$ cat src/rtl/serial_adder_ctrl_pkg.sv
// Shared types and constants for the bit-serial adder sequencer.
package serial_adder_ctrl_pkg;

  localparam int DEFAULT_WIDTH = 8;
  localparam int MAX_WIDTH     = 32;

  // Encoding 2'd3 is never entered; the controller treats it as IDLE.
  typedef enum logic [1:0] {
    IDLE = 2'd0,
    RUN  = 2'd1,
    DONE = 2'd2
  } state_e;

  // Bit counter must be able to hold WIDTH itself, hence WIDTH+1.
  function automatic int cnt_width(input int width);
    return $clog2(width + 1);
  endfunction

endpackage

$ cat src/rtl/serial_adder_ctrl_if.sv
// Request/result bundle between the register front end and the sequencer.
interface serial_adder_ctrl_if
  import serial_adder_ctrl_pkg::*;
#(
  parameter int WIDTH = DEFAULT_WIDTH
);

  logic             start;
  logic [WIDTH-1:0] a;
  logic [WIDTH-1:0] b;
  logic             cin;
  logic             busy;
  logic             done;
  logic [WIDTH-1:0] sum;
  logic             cout;

  modport master (
    output start, a, b, cin,
    input  busy, done, sum, cout
  );

  modport slave (
    input  start, a, b, cin,
    output busy, done, sum, cout
  );

endinterface

$ cat src/rtl/serial_adder_ctrl_full_adder.sv
// The team's 1-bit full adder cell, reused as the serial datapath.
module full_adder (
  input  logic a,
  input  logic b,
  input  logic cin,
  output logic out,
  output logic cout
);

  assign out  = a ^ b ^ cin;
  assign cout = (a & b) | (cin & (a ^ b));

endmodule

$ cat src/rtl/serial_adder_ctrl.sv
// Bit-serial adder sequencer: adds two WIDTH-bit operands LSB first through a
// single full_adder cell, one bit per clock, and presents sum/cout with a
// one-cycle done pulse. The previous result stays visible while running.
module serial_adder_ctrl
  import serial_adder_ctrl_pkg::*;
#(
  parameter int WIDTH = DEFAULT_WIDTH
) (
  input  logic                clk,
  input  logic                rst_n,
  serial_adder_ctrl_if.slave  bus
);

  localparam int CNT_W = cnt_width(WIDTH);

  state_e             state_q, state_d;
  logic [WIDTH-1:0]   a_sh_q, a_sh_d;
  logic [WIDTH-1:0]   b_sh_q, b_sh_d;
  logic [WIDTH-1:0]   sum_sh_q, sum_sh_d;
  logic [WIDTH-1:0]   sum_q, sum_d;
  logic               c_q, c_d;
  logic               cout_q, cout_d;
  logic [CNT_W-1:0]   cnt_q, cnt_d;
  logic               fa_sum;
  logic               fa_cout;

  full_adder u_full_adder (
    .a    (a_sh_q[0]),
    .b    (b_sh_q[0]),
    .cin  (c_q),
    .out  (fa_sum),
    .cout (fa_cout)
  );

  // State, shift registers, carry, counter and result registers.
  always_ff @(posedge clk or negedge rst_n) begin
    if (!rst_n) begin
      state_q  <= IDLE;
      a_sh_q   <= '0;
      b_sh_q   <= '0;
      sum_sh_q <= '0;
      sum_q    <= '0;
      c_q      <= 1'b0;
      cout_q   <= 1'b0;
      cnt_q    <= '0;
    end else begin
      state_q  <= state_d;
      a_sh_q   <= a_sh_d;
      b_sh_q   <= b_sh_d;
      sum_sh_q <= sum_sh_d;
      sum_q    <= sum_d;
      c_q      <= c_d;
      cout_q   <= cout_d;
      cnt_q    <= cnt_d;
    end
  end

  // Next-state logic; the result is latched on the final RUN edge so that the
  // last sum bit (still leaving the adder) is included when DONE is entered.
  always_comb begin
    state_d  = state_q;
    a_sh_d   = a_sh_q;
    b_sh_d   = b_sh_q;
    sum_sh_d = sum_sh_q;
    sum_d    = sum_q;
    c_d      = c_q;
    cout_d   = cout_q;
    cnt_d    = cnt_q;
    case (state_q)
      IDLE: begin
        if (bus.start) begin
          a_sh_d   = bus.a;
          b_sh_d   = bus.b;
          sum_sh_d = '0;
          c_d      = bus.cin;
          cnt_d    = '0;
          state_d  = RUN;
        end
      end
      RUN: begin
        a_sh_d   = a_sh_q >> 1;
        b_sh_d   = b_sh_q >> 1;
        sum_sh_d = (sum_sh_q >> 1) | (WIDTH'(fa_sum) << (WIDTH - 1));
        c_d      = fa_cout;
        cnt_d    = cnt_q + CNT_W'(1);
        if (cnt_q == CNT_W'(WIDTH - 1)) begin
          sum_d   = sum_sh_d;
          cout_d  = fa_cout;
          state_d = DONE;
        end
      end
      DONE: begin
        state_d = IDLE;
      end
      default: begin
        state_d = IDLE;
      end
    endcase
  end

  assign bus.busy = (state_q != IDLE);
  assign bus.done = (state_q == DONE);
  assign bus.sum  = sum_q;
  assign bus.cout = cout_q;

endmodule

$ cat src/flat_wrapper.sv
// flat-port wrapper written by rule: the top's interface ports become plain ports
module serial_adder_ctrl_flat import serial_adder_ctrl_pkg::*;
#(
  parameter int WIDTH = DEFAULT_WIDTH
)
  (clk, rst_n, bus_start, bus_a, bus_b, bus_cin, bus_busy, bus_done, bus_sum, bus_cout);
  serial_adder_ctrl_if #(.WIDTH(WIDTH)) bus_i ();
  input  logic clk;
  input  logic rst_n;
  input wire logic [$bits(bus_i.start)-1:0] bus_start;
  input wire logic [$bits(bus_i.a)-1:0] bus_a;
  input wire logic [$bits(bus_i.b)-1:0] bus_b;
  input wire logic [$bits(bus_i.cin)-1:0] bus_cin;
  output wire logic [$bits(bus_i.busy)-1:0] bus_busy;
  output wire logic [$bits(bus_i.done)-1:0] bus_done;
  output wire logic [$bits(bus_i.sum)-1:0] bus_sum;
  output wire logic [$bits(bus_i.cout)-1:0] bus_cout;
  assign bus_i.start = bus_start;
  assign bus_i.a = bus_a;
  assign bus_i.b = bus_b;
  assign bus_i.cin = bus_cin;
  assign bus_busy = bus_i.busy;
  assign bus_done = bus_i.done;
  assign bus_sum = bus_i.sum;
  assign bus_cout = bus_i.cout;
  serial_adder_ctrl #(.WIDTH(WIDTH)) u_core (.clk(clk), .rst_n(rst_n), .bus(bus_i));
endmodule
$ cat config.mk
export PLATFORM = sky130hd
export DESIGN_NAME = serial_adder_ctrl_flat
export DESIGN_NICKNAME = d
export VERILOG_FILES = /design/src/rtl/serial_adder_ctrl_pkg.sv /design/src/rtl/serial_adder_ctrl_if.sv /design/src/rtl/serial_adder_ctrl_full_adder.sv /design/src/rtl/serial_adder_ctrl.sv /design/src/flat_wrapper.sv
export SDC_FILE = /design/constraint.sdc
export NUM_CORES = 1
export LEC_CHECK = 0
export CAP_MARGIN = 10
export CORE_AREA = 5 5 53 90
export DETAILED_ROUTE_END_ITERATION = 10
export DIE_AREA = 0 0 58 95
export PLACE_DENSITY = 0.66
export SYNTH_ARGS = -nofsm -noshare
export SYNTH_HDL_FRONTEND = slang
export SYNTH_SLANG_ARGS = --single-unit
$ cat constraint.sdc
create_clock -name clk -period 1.5 [get_ports clk]
set_clock_uncertainty 0.05 [all_clocks]
set_input_delay 0.3 -clock clk [delete_from_list [all_inputs] [get_ports clk]]
set_output_delay 0.3 -clock clk [all_outputs]
set_load 0.01 [all_outputs]
==> metrics, run 1 <==
WS Path Type=reg2reg; Final setup viols=17; placed instance area=2140 µm²; Netlist cell types=26; switching portion of total power=0.312; clock sinks=39; clk_lat worst skew=0.29 ns; Rel. slew slack=0.714; total die area=5510 µm²; leakage power=0.00113 µW; initial antenna violation count=0; fmax=0.648 GHz; starting density of the core=0.421; RSZ-0062 raised after global routing=yes; routability-driven placement congestion ratio=around 0.78; ratio of cells with drive above 1 in the final layout=0.289; Post-Place Worst Slack=-0.224 ns; post-synth top area share=0.574; Post-synth top cells=dfrtp_1, nand2_1, o21ai_0, a22oi_1; hold slack=0.421 ns; average routed wire per standard cell=about 16 µm; Final HPWL DP=2.47 mm; Worst setup EP type=flop; Post-Synthesis Cells=approximately 140; Tightest Pin Transition=approximately 0.43 ns; Total Power=4340 µW; first-pass GRT wire length=between 6 and 7 mm; Syn Nets=163; most used standard cell by instance count after synthesis=dfrtp_1; Ys Warns=0; core footprint=4030 µm²; Final Max Tran Viols=0; Power Dens Cells=between 1500 and 2000 nW/µm²; area grow syn2layout=42.9%; htree depth=2; WL final=a little under 4 mm; synth top area cells=dfrtp_1, mux2_4, a22oi_1; Rows=31; area leader, netlist=dfrtp_1; crit path max fanout=14; post-synthesis instance area=~1700 µm²; endpoints failing hold=0; Post-synth EDFFs=0; failing checks=setup timing; vias in the first global route=about 1400; worst endpoint required time=1.62 ns; Max-Cap Viols=0; sw power=around 1400 µW; internal power=about 3000 µW; sequential share of power=0.392; status=complete, but fails checks; CP startpoint kind=flop; post-synthesis sequential area ratio=0.574; Hold Path Class=in2async; DR iter-0 viols=34; via count=1294; CTS Root Cell=clkbuf_8; Vias/cell=approximately 5.3; VDD IR max=~1 mV; DRC viols=0; minimum clock period=about 1.5 ns; clock power share=0.201; remaining antenna violation count=0; CTS buffer count=5; #FFs+latches synth=39; Congestion Overflow GR=0; CTS tree=yes; clock transition at the registers of the reported paths=0.08 ns; Clock Tree Buf Depth=2; # port buffers=30; Final #Nets=~220; period utilization=1.03; largest net degree at the start of global routing=23; top_reg_cell synth=dfrtp_1; Antenna Cells=0; Die Height=~95 µm; drt first pass iters=4; Final WS setup=-0.0433 ns; gr usage total=0.164; Synth Area per Inst=around 12 µm²; asr flop ratio synth=1.00; combinational share of power=0.407; CP arrival=approximately 1.7 ns; Die X=58 µm; # IOs=31; fin area=2430 µm²; Reg2Reg Depth=7
layout by cell type (no fill, tap or decap), types with 3 or more instances in the layout:
| cell | synthesis | final |
|---|---|---|
| dfrtp_1 | 39 | 38 |
| nand2_1 | 20 | 19 |
| clkdlybuf4s50_1 | 0 | 18 |
| o21ai_0 | 17 | 15 |
| buf_4 | 0 | 15 |
| a22oi_1 | 13 | 13 |
| mux2_4 | 9 | 9 |
| a22o_1 | 9 | 9 |
| dlygate4sd2_1 | 0 | 9 |
| buf_6 | 2 | 6 |
| clkbuf_8 | 0 | 5 |
| a21oi_1 | 4 | 4 |
| buf_2 | 5 | 3 |
| buf_12 | 0 | 3 |
worst max-delay path, stage by stage, from the launching register on:
cell	delay (ns)
dfrtp_2	0.42
buf_6	0.13
buf_4	0.16
o21bai_4	0.22
buf_6	0.14
buf_16	0.14
nand2_1	0.08
o21ai_0	0.09
state kept, by name (all words and copies together) (netlist names):
name and flops:
u_core.a_sh_q 8, u_core.b_sh_q 8, u_core.bus.cout 1, u_core.bus.sum 8
u_core.c_q 1, u_core.cnt_q 4, u_core.state_q 2, u_core.sum_sh_q 7
final cells by class:
class / instances / area [µm²]
Timing Repair Buffer: 57 / 579
Fill cell: 343 / 1610
Clock inverter: 3 / 43.8
Tap cell: 49 / 61.3
Sequential cell: 39 / 977
Clock buffer: 5 / 68.8
Multi-Input combinational cell: 91 / 691
Inverter: 2 / 7.51
power by group through the flow:
stage	clock network (µW)	logic, µW	registers, µW
detailed placement	0	1510	1720
CTS	886	1760	1690
global route	947	1940	1760
floorplan	0	874	1700
global placement	0	1450	1700
finish	872	1770	1700
stage by stage:
step                      TNS, ns   util  cells
after floorplan                 0      -    141
after global placement      -2.54  0.530    224
after detailed placement    -3.47  0.530    224
after CTS                  -0.679  0.605    246
after global routing        -1.58  0.602    246
final                      -0.184  0.602    246
path summary, 6_finish.rpt:
| check | from | end | slack, ns |
|---|---|---|---|
| max reg2reg | u_core.state_q[1] | u_core.a_sh_q[6] | -0.04 |
| min reg2reg | u_core.a_sh_q[1] | u_core.a_sh_q[1] | 0.44 |
| min | rst_n | u_core.sum_sh_q[5] | 0.42 |
| max | u_core.state_q[1] | u_core.a_sh_q[6] | -0.04 |
| min in group clk | u_core.a_sh_q[1] | u_core.a_sh_q[1] | 0.44 |
| max in group asynchronous | rst_n | u_core.sum_sh_q[1] | 0.51 |
per-layer routing:
metal / vias to the layer above / part of all wire / track usage / routed length, µm
met5: - / 0 / 0 / 0
met4: 0 / 0.028 / 0.0812 / 109
met3: 10 / 0.052 / 0.0397 / 206
met2: 43 / 0.54 / 0.286 / 2120
met1: 628 / 0.38 / 0.182 / 1500
li1: 613 / - / - / -
cell families (layout without fill, tap and decap cells):
kind of cell | count (synthesis) | after routing | share of synthesized area
AOI/OAI and AO/OA | 46 | 46 | 0.182
adders and majority gates | 2 | 2 | 0.0191
buffers and inverters | 12 | 67 | 0.0390
DFF | 39 | 39 | 0.574
muxes | 11 | 11 | 0.0928
and+or+nand+nor | 31 | 32 | 0.0928
timing repair:
action,in CTS,in global routing
setup endpoints to repair,36,33
resized for setup,30,6
hold buffers,1,0
endpoints found under the hold margin,17,0
gates cloned,4,0
buffers inserted,9,2
pin swaps,2,2
No activity file was read; power rests on OpenSTA's default activity.
==> run 2: changes to the inputs <==
--- a/config.mk
+++ b/config.mk
@@ -10,6 +10,7 @@
 export DETAILED_ROUTE_END_ITERATION = 10
 export DIE_AREA = 0 0 58 95
 export PLACE_DENSITY = 0.66
+export RECOVER_POWER = 50
 export SYNTH_ARGS = -nofsm -noshare
 export SYNTH_HDL_FRONTEND = slang
 export SYNTH_SLANG_ARGS = --single-unit
==> run 2 against run 1 <==
Against the previous run: the run still ends with setup timing left; first-iteration DRC count unchanged; clock power about the same; register-to-register slack hardly changed; power about the same; critical path type unchanged; setup slack worse by 0.0020 ns; global-route usage unchanged; non-clock buffer count unchanged; critical endpoint unchanged; sequential share of layout area is 0.21 points higher; sequential power is essentially flat; via count rose by 0.70%; wire length grew 0.36%; die area did not move.
==> metrics, run 2 (synthesis results as in run 1) <==
status=complete, but fails checks; failing checks=setup timing; commonest cells after routing, fill and taps aside=dfrtp_1, nand2_1, clkdlybuf4s50_1; average routed wire per standard cell=16.1 µm (+0.36%); Clock Tree Buf Depth=2 (unchanged); clk_lat worst skew=0.29 ns (about the same); DRC viols=0 (unchanged); period utilization=1.03 (+0.00133); Final #Nets=218 (unchanged); CTS Root Cell=clkbuf_8; via count=1303 (+0.70%); commonest non-fill, non-tap cell in the layout=dfrtp_1; worst endpoint required time=1.62 ns (about the same); Antenna Cells=0 (unchanged); Die X=58 µm (unchanged); Final Max Tran Viols=0 (unchanged); initial antenna violation count=0 (unchanged); remaining antenna violation count=0 (unchanged); ratio of cells with drive above 1 in the final layout=0.289 (unchanged); # IOs=31 (unchanged); CTS tree=yes; sw power=1350 µW (+0.19%); endpoints failing hold=0 (unchanged); Total Power=4340 µW (about the same); WS Path Type=reg2reg; starting density of the core=0.421 (unchanged); CTS buffer count=5 (unchanged); total die area=5510 µm² (unchanged); VDD IR max=1.00 mV (about the same); Rel. slew slack=0.708 (-0.00662); fin area=2420 µm² (-0.52%); internal power=2980 µW (-0.12%); switching portion of total power=0.312 (+0.000652); Power Dens Cells=1790 nW/µm² (+0.50%); Reg2Reg Setup Slack=-0.05 ns (about the same); vias in the first global route=1431 (unchanged); leakage power=0.00112 µW (-0.40%); Congestion Overflow GR=0 (unchanged); Vias/cell=5.30 (+0.70%); clock transition at the registers of the reported paths=0.08 ns (about the same); drt first pass iters=4 (unchanged); clock sinks=39 (unchanged); htree depth=2 (unchanged); sequential share of power=0.392 (about the same); Rows=31 (unchanged); core footprint=4030 µm² (unchanged); Worst setup EP type=flop; crit path max fanout=14 (unchanged); combinational share of power=0.407 (about the same); fmax=0.647 GHz (-0.13%); CP startpoint kind=flop; first-pass GRT wire length=6.71 mm (unchanged); largest net degree at the start of global routing=23 (unchanged); Hold Path Class=in2async; grt peak-use layer=met2; M3 GR Usage=0.0397 (unchanged); gr usage total=0.164 (unchanged); Die Height=95 µm (unchanged); DR iter-0 viols=34 (unchanged); routability-driven placement congestion ratio=0.779 (unchanged); RSZ-0062 raised after global routing=yes; Tightest Pin Transition=0.438 ns (+0.00992 ns); placed instance area=2140 µm² (unchanged); WL final=3.95 mm (+0.36%); area grow syn2layout=42.2%; met2 Resource Use GR=0.286 (unchanged); # port buffers=30 (unchanged); clock power share=0.201 (about the same); Final HPWL DP=2.47 mm (unchanged); met1 GRT Util=0.182 (unchanged); Max-Cap Viols=0 (unchanged); Final setup viols=18 (+1); Final WS setup=-0.0453 ns (-0.00199 ns); minimum clock period=1.55 ns (+0.00199 ns); CP arrival=1.66 ns (about the same)
-- run 2: changes by cell type in the layout (fill, tap and decap cells not counted) --
cell	change
clkbuf_2	+1
clkbuf_4	+1
buf_12	-1
buf_2	-1
-- run 2: through the flow --
stage / cells / setup slack [ns] / hold slack [ns] / utilization / setup TNS (ns)
global placement: 224 / -0.175 / 0.202 / 0.530 / -2.54
floorplan: 141 / 0.0514 / -0.0456 / - / 0
finish: 246 / -0.0453 / 0.423 / 0.599 / -0.238
detailed placement: 224 / -0.224 / 0.209 / 0.530 / -3.47
CTS: 246 / -0.0706 / 0.434 / 0.605 / -0.679
global route: 246 / -0.0772 / 0.452 / 0.599 / -1.58
-- run 2: layout make-up --
cell class	instances	area [µm²]
fillers	345	1620
flip-flops and latches	39	977
well taps	49	61.3
repair buffers	57	567
multi-input cells	91	691
clock inverters	3	43.8
clock buffers	5	68.8
inverters	2	7.51
-- run 2: path summary, 6_finish.rpt --
path,depth (start not counted),startpoint,end
worst max-delay path,7,u_core.state_q[1],u_core.a_sh_q[6]
max in group asynchronous,3,rst_n,u_core.sum_sh_q[1]
worst min-delay path,2,rst_n,u_core.sum_sh_q[5]
min in group clk,2,u_core.a_sh_q[1],u_core.a_sh_q[1]
worst max register to register,7,u_core.state_q[1],u_core.a_sh_q[6]
worst min register to register,2,u_core.a_sh_q[1],u_core.a_sh_q[1]
-- run 2: power by group through the flow --
stage / clock network, µW / registers [µW] / logic, µW
floorplan: 0 / 1700 / 874
global placement: 0 / 1700 / 1450
detailed placement: 0 / 1720 / 1510
CTS: 886 / 1690 / 1760
global route: 947 / 1760 / 1940
finish: 872 / 1700 / 1760
-- run 2: metal layers --
layer	vias to the layer above	routed length [µm]
li1	613	-
met2	48	2120
met3	10	212
met5	-	0
met1	632	1510
met4	0	109
-- run 2: timing repair --
item,4_1_cts,5_1_grt
setup buffers,9,2
resized for setup,30,6
gates cloned,4,0
hold endpoints to repair,17,0
hold buffers,1,0
pin swaps,2,2
endpoints found under the setup margin,36,33
-- run 2: critical path: stages (launching register included) --
cell and delay, ns:
dfrtp_2 0.42, buf_6 0.13, buf_4 0.16, o21bai_4 0.22, buf_6 0.14, buf_16 0.14
nand2_1 0.08, o21ai_0 0.09
==> run 3: changes to the inputs <==
--- a/config.mk
+++ b/config.mk
@@ -6,9 +6,10 @@
 export NUM_CORES = 1
 export LEC_CHECK = 0
 export CAP_MARGIN = 10
-export CORE_AREA = 5 5 53 90
+export CORE_AREA = 2 2 50 87
+export CTS_BUF_LIST = sky130_fd_sc_hd__clkbuf_16
 export DETAILED_ROUTE_END_ITERATION = 10
-export DIE_AREA = 0 0 58 95
+export DIE_AREA = 0 0 52 89
 export PLACE_DENSITY = 0.66
 export RECOVER_POWER = 50
 export SYNTH_ARGS = -nofsm -noshare
==> run 3 against run 2 <==
Against the previous run: the run still ends with setup timing left; critical path depth decreased by 2; highest routed layer unchanged; setup slack improved by 0.016 ns; register-to-register slack improved by 0.02 ns; sequential power about the same; global-route usage up 2.1 points; count of clock-buffer cells in the layout did not move; clock power rose by 35%; wire length decreased by 6.5%; via count up 0.69%; sequential share of layout area rose by 0.41 points; largest power group is now registers.
==> metrics, run 3 (synthesis results as in run 1) <==
status=complete, but fails checks; failing checks=setup timing; CTS Root Cell=clkbuf_16; WL final=3.70 mm (-6.5%); commonest non-fill, non-tap cell in the layout=dfrtp_1; routability-driven placement congestion ratio=0.801 (+2.8%); switching portion of total power=0.297 (-0.0155); average routed wire per standard cell=15.2 µm (-5.3%); clock sinks=39 (unchanged); Tightest Pin Transition=0.522 ns (+0.0838 ns); leakage power=0.00112 µW (-0.49%); Power Dens Cells=1870 nW/µm² (+4.1%); total die area=4630 µm² (-16%); Crit path top cell by count=buf_6; crit path max fanout=5 (-9); DRC viols=0 (unchanged); CP bufs+invs=2 (-2); period utilization=1.02 (-0.0105); DR iter-0 viols=27 (-21%); first-pass GRT wire length=6.25 mm (-6.9%); Final #Nets=216 (-0.92%); minimum clock period=1.53 ns (-0.0157 ns); Vias/cell=5.40 (+1.9%); sw power=1330 µW (-1.9%); area of the multi-input gates=684 µm² (-0.91%); starting density of the core=0.439 (+0.0183); Final WS setup=-0.0296 ns (+0.0157 ns); Reg2Reg Depth=5 (-2); clock power share=0.263 (+0.062); reg2reg end=u_core.bus.sum[1]; Top delay family on crit path=flip-flops; Die X=52 µm (-10%); Die Height=89 µm (-6.3%); internal power=3150 µW (+5.5%); initial antenna violation count=0 (unchanged); hold slack=0.437 ns (+0.0139 ns); Slowest-stage cell, CP=dfrtp_2; Max-Cap Viols=0 (unchanged); CTS buffer count=5 (unchanged); core footprint=3870 µm² (-4.2%); reg2reg start=u_core.state_q[1]; htree depth=2 (unchanged); largest net degree at the start of global routing=40 (+74%); gr usage total=0.185 (+0.0214); CP Cell Sequence=buf_6, nor2b_4, nor3b_4, buf_6, mux2_4; fmax=0.654 GHz (+1.0%); Hold Path Class=reg2reg; via count=1312 (+0.69%); Worst setup EP type=flop; combinational share of power=0.360 (-0.047); worst endpoint required time=1.61 ns (about the same); Congestion Overflow GR=0 (unchanged); sequential share of power=0.377 (-0.015); # port buffers=30 (unchanged); clock transition at the registers of the reported paths=0.06 ns (-0.02 ns); FF/Latch Area=978 µm² (+0.13%); Rel. slew slack=0.652 (-0.0559); Levels on crit path=5 (-2); Final setup viols=10 (-8); commonest cells after routing, fill and taps aside=dfrtp_1, nand2_1, clkdlybuf4s50_1, buf_4, o21ai_0; # IOs=31 (unchanged); endpoints failing hold=0 (unchanged); Reg2Reg Setup Slack=-0.03 ns (+0.02 ns); Post-Place Worst Slack=-0.231 ns (-0.00673 ns); CP arrival=1.64 ns (-0.02 ns); area grow syn2layout=40.9%; Max stage delay on crit path=0.42 ns (about the same); Critical path origin=u_core.state_q[1]; Final Max Tran Viols=0 (unchanged); ratio of cells with drive above 1 in the final layout=0.287 (-0.00216); Final HPWL DP=2.57 mm (+3.9%); Worst Setup EP=u_core.bus.sum[1]; remaining antenna violation count=0 (unchanged); Clock Tree Buf Depth=2 (unchanged); VDD IR max=0.999 mV (-0.21%); Rows=30 (-3.2%); setup TNS=-0.209 ns (+0.0294 ns); CP startpoint kind=flop; vias in the first global route=1359 (-5.0%); clk_lat worst skew=0.28 ns (about the same); RSZ-0062 raised after global routing=yes; drt first pass iters=4 (unchanged); Antenna Cells=0 (unchanged); CTS tree=yes; WS Path Type=reg2reg; final-layout fill cell count=308 (-11%)
==> run 3: worst min-delay path by stage <==
stage | start | endpoint | slack, ns | depth (start not counted)
floorplan | rst_n | u_core.a_sh_q[0] | -0.05 | 0
global placement | rst_n | u_core.cnt_q[1] | 0.23 | 2
detailed placement | rst_n | u_core.bus.sum[0] | 0.23 | 2
CTS | u_core.b_sh_q[7] | u_core.b_sh_q[7] | 0.44 | 2
global route | u_core.b_sh_q[7] | u_core.b_sh_q[7] | 0.46 | 2
finish | u_core.b_sh_q[6] | u_core.b_sh_q[6] | 0.44 | 2
==> run 3: power by group through the flow <==
stage	clock (µW)	sequential, µW	combinational (µW)
floorplan	0	1700	874
global placement	0	1690	1470
detailed placement	0	1710	1530
CTS	1190	1690	1610
global route	1230	1740	1750
finish	1180	1690	1610
==> run 3: worst register-to-register path: cells and delay by family (launching register included) <==
kind | cells | cell delay, ns
multiplexers | 1 | 0.30
AND/OR/NAND/NOR | 2 | 0.34
flip-flops | 1 | 0.42
buffers and inverters | 2 | 0.30
==> run 3: final cells by class <==
class / instances / area share
well taps: 48 / 0.0251
clock buffers: 5 / 0.0522
repair buffers: 56 / 0.209
clock inverters: 3 / 0.0162
inverters: 2 / 0.00313
flip-flops and latches: 39 / 0.409
multi-input cells: 90 / 0.286
==> run 3: metal layers <==
layer,up-vias,track usage,wire length [µm]
li1,612,-,-
met1,642,0.207,1410
met2,44,0.311,2000
met3,14,0.0435,151
met4,0,0.117,135
met5,-,0,0
==> run 3: timing repair <==
action                                  4_1_cts  5_1_grt
endpoints found under the setup margin       33       19
gates cloned                                  1        0
buffers inserted                              6        0
hold buffers                                  1        0
resized for setup                            30        4
hold endpoints to repair                     39        0
==> run 3: metrics by stage <==
| stage | std cells | power [µW] | util | area (µm²) |
|---|---|---|---|---|
| after CTS | 243 | 4490 | 0.618 | 2390 |
| final | 243 | 4480 | 0.619 | 2390 |
| after global placement | 227 | 3160 | 0.554 | 2140 |
| after floorplan | 141 | 2580 | - | 1700 |
| after global routing | 243 | 4720 | 0.619 | 2390 |
| after detailed placement | 227 | 3240 | 0.554 | 2140 |
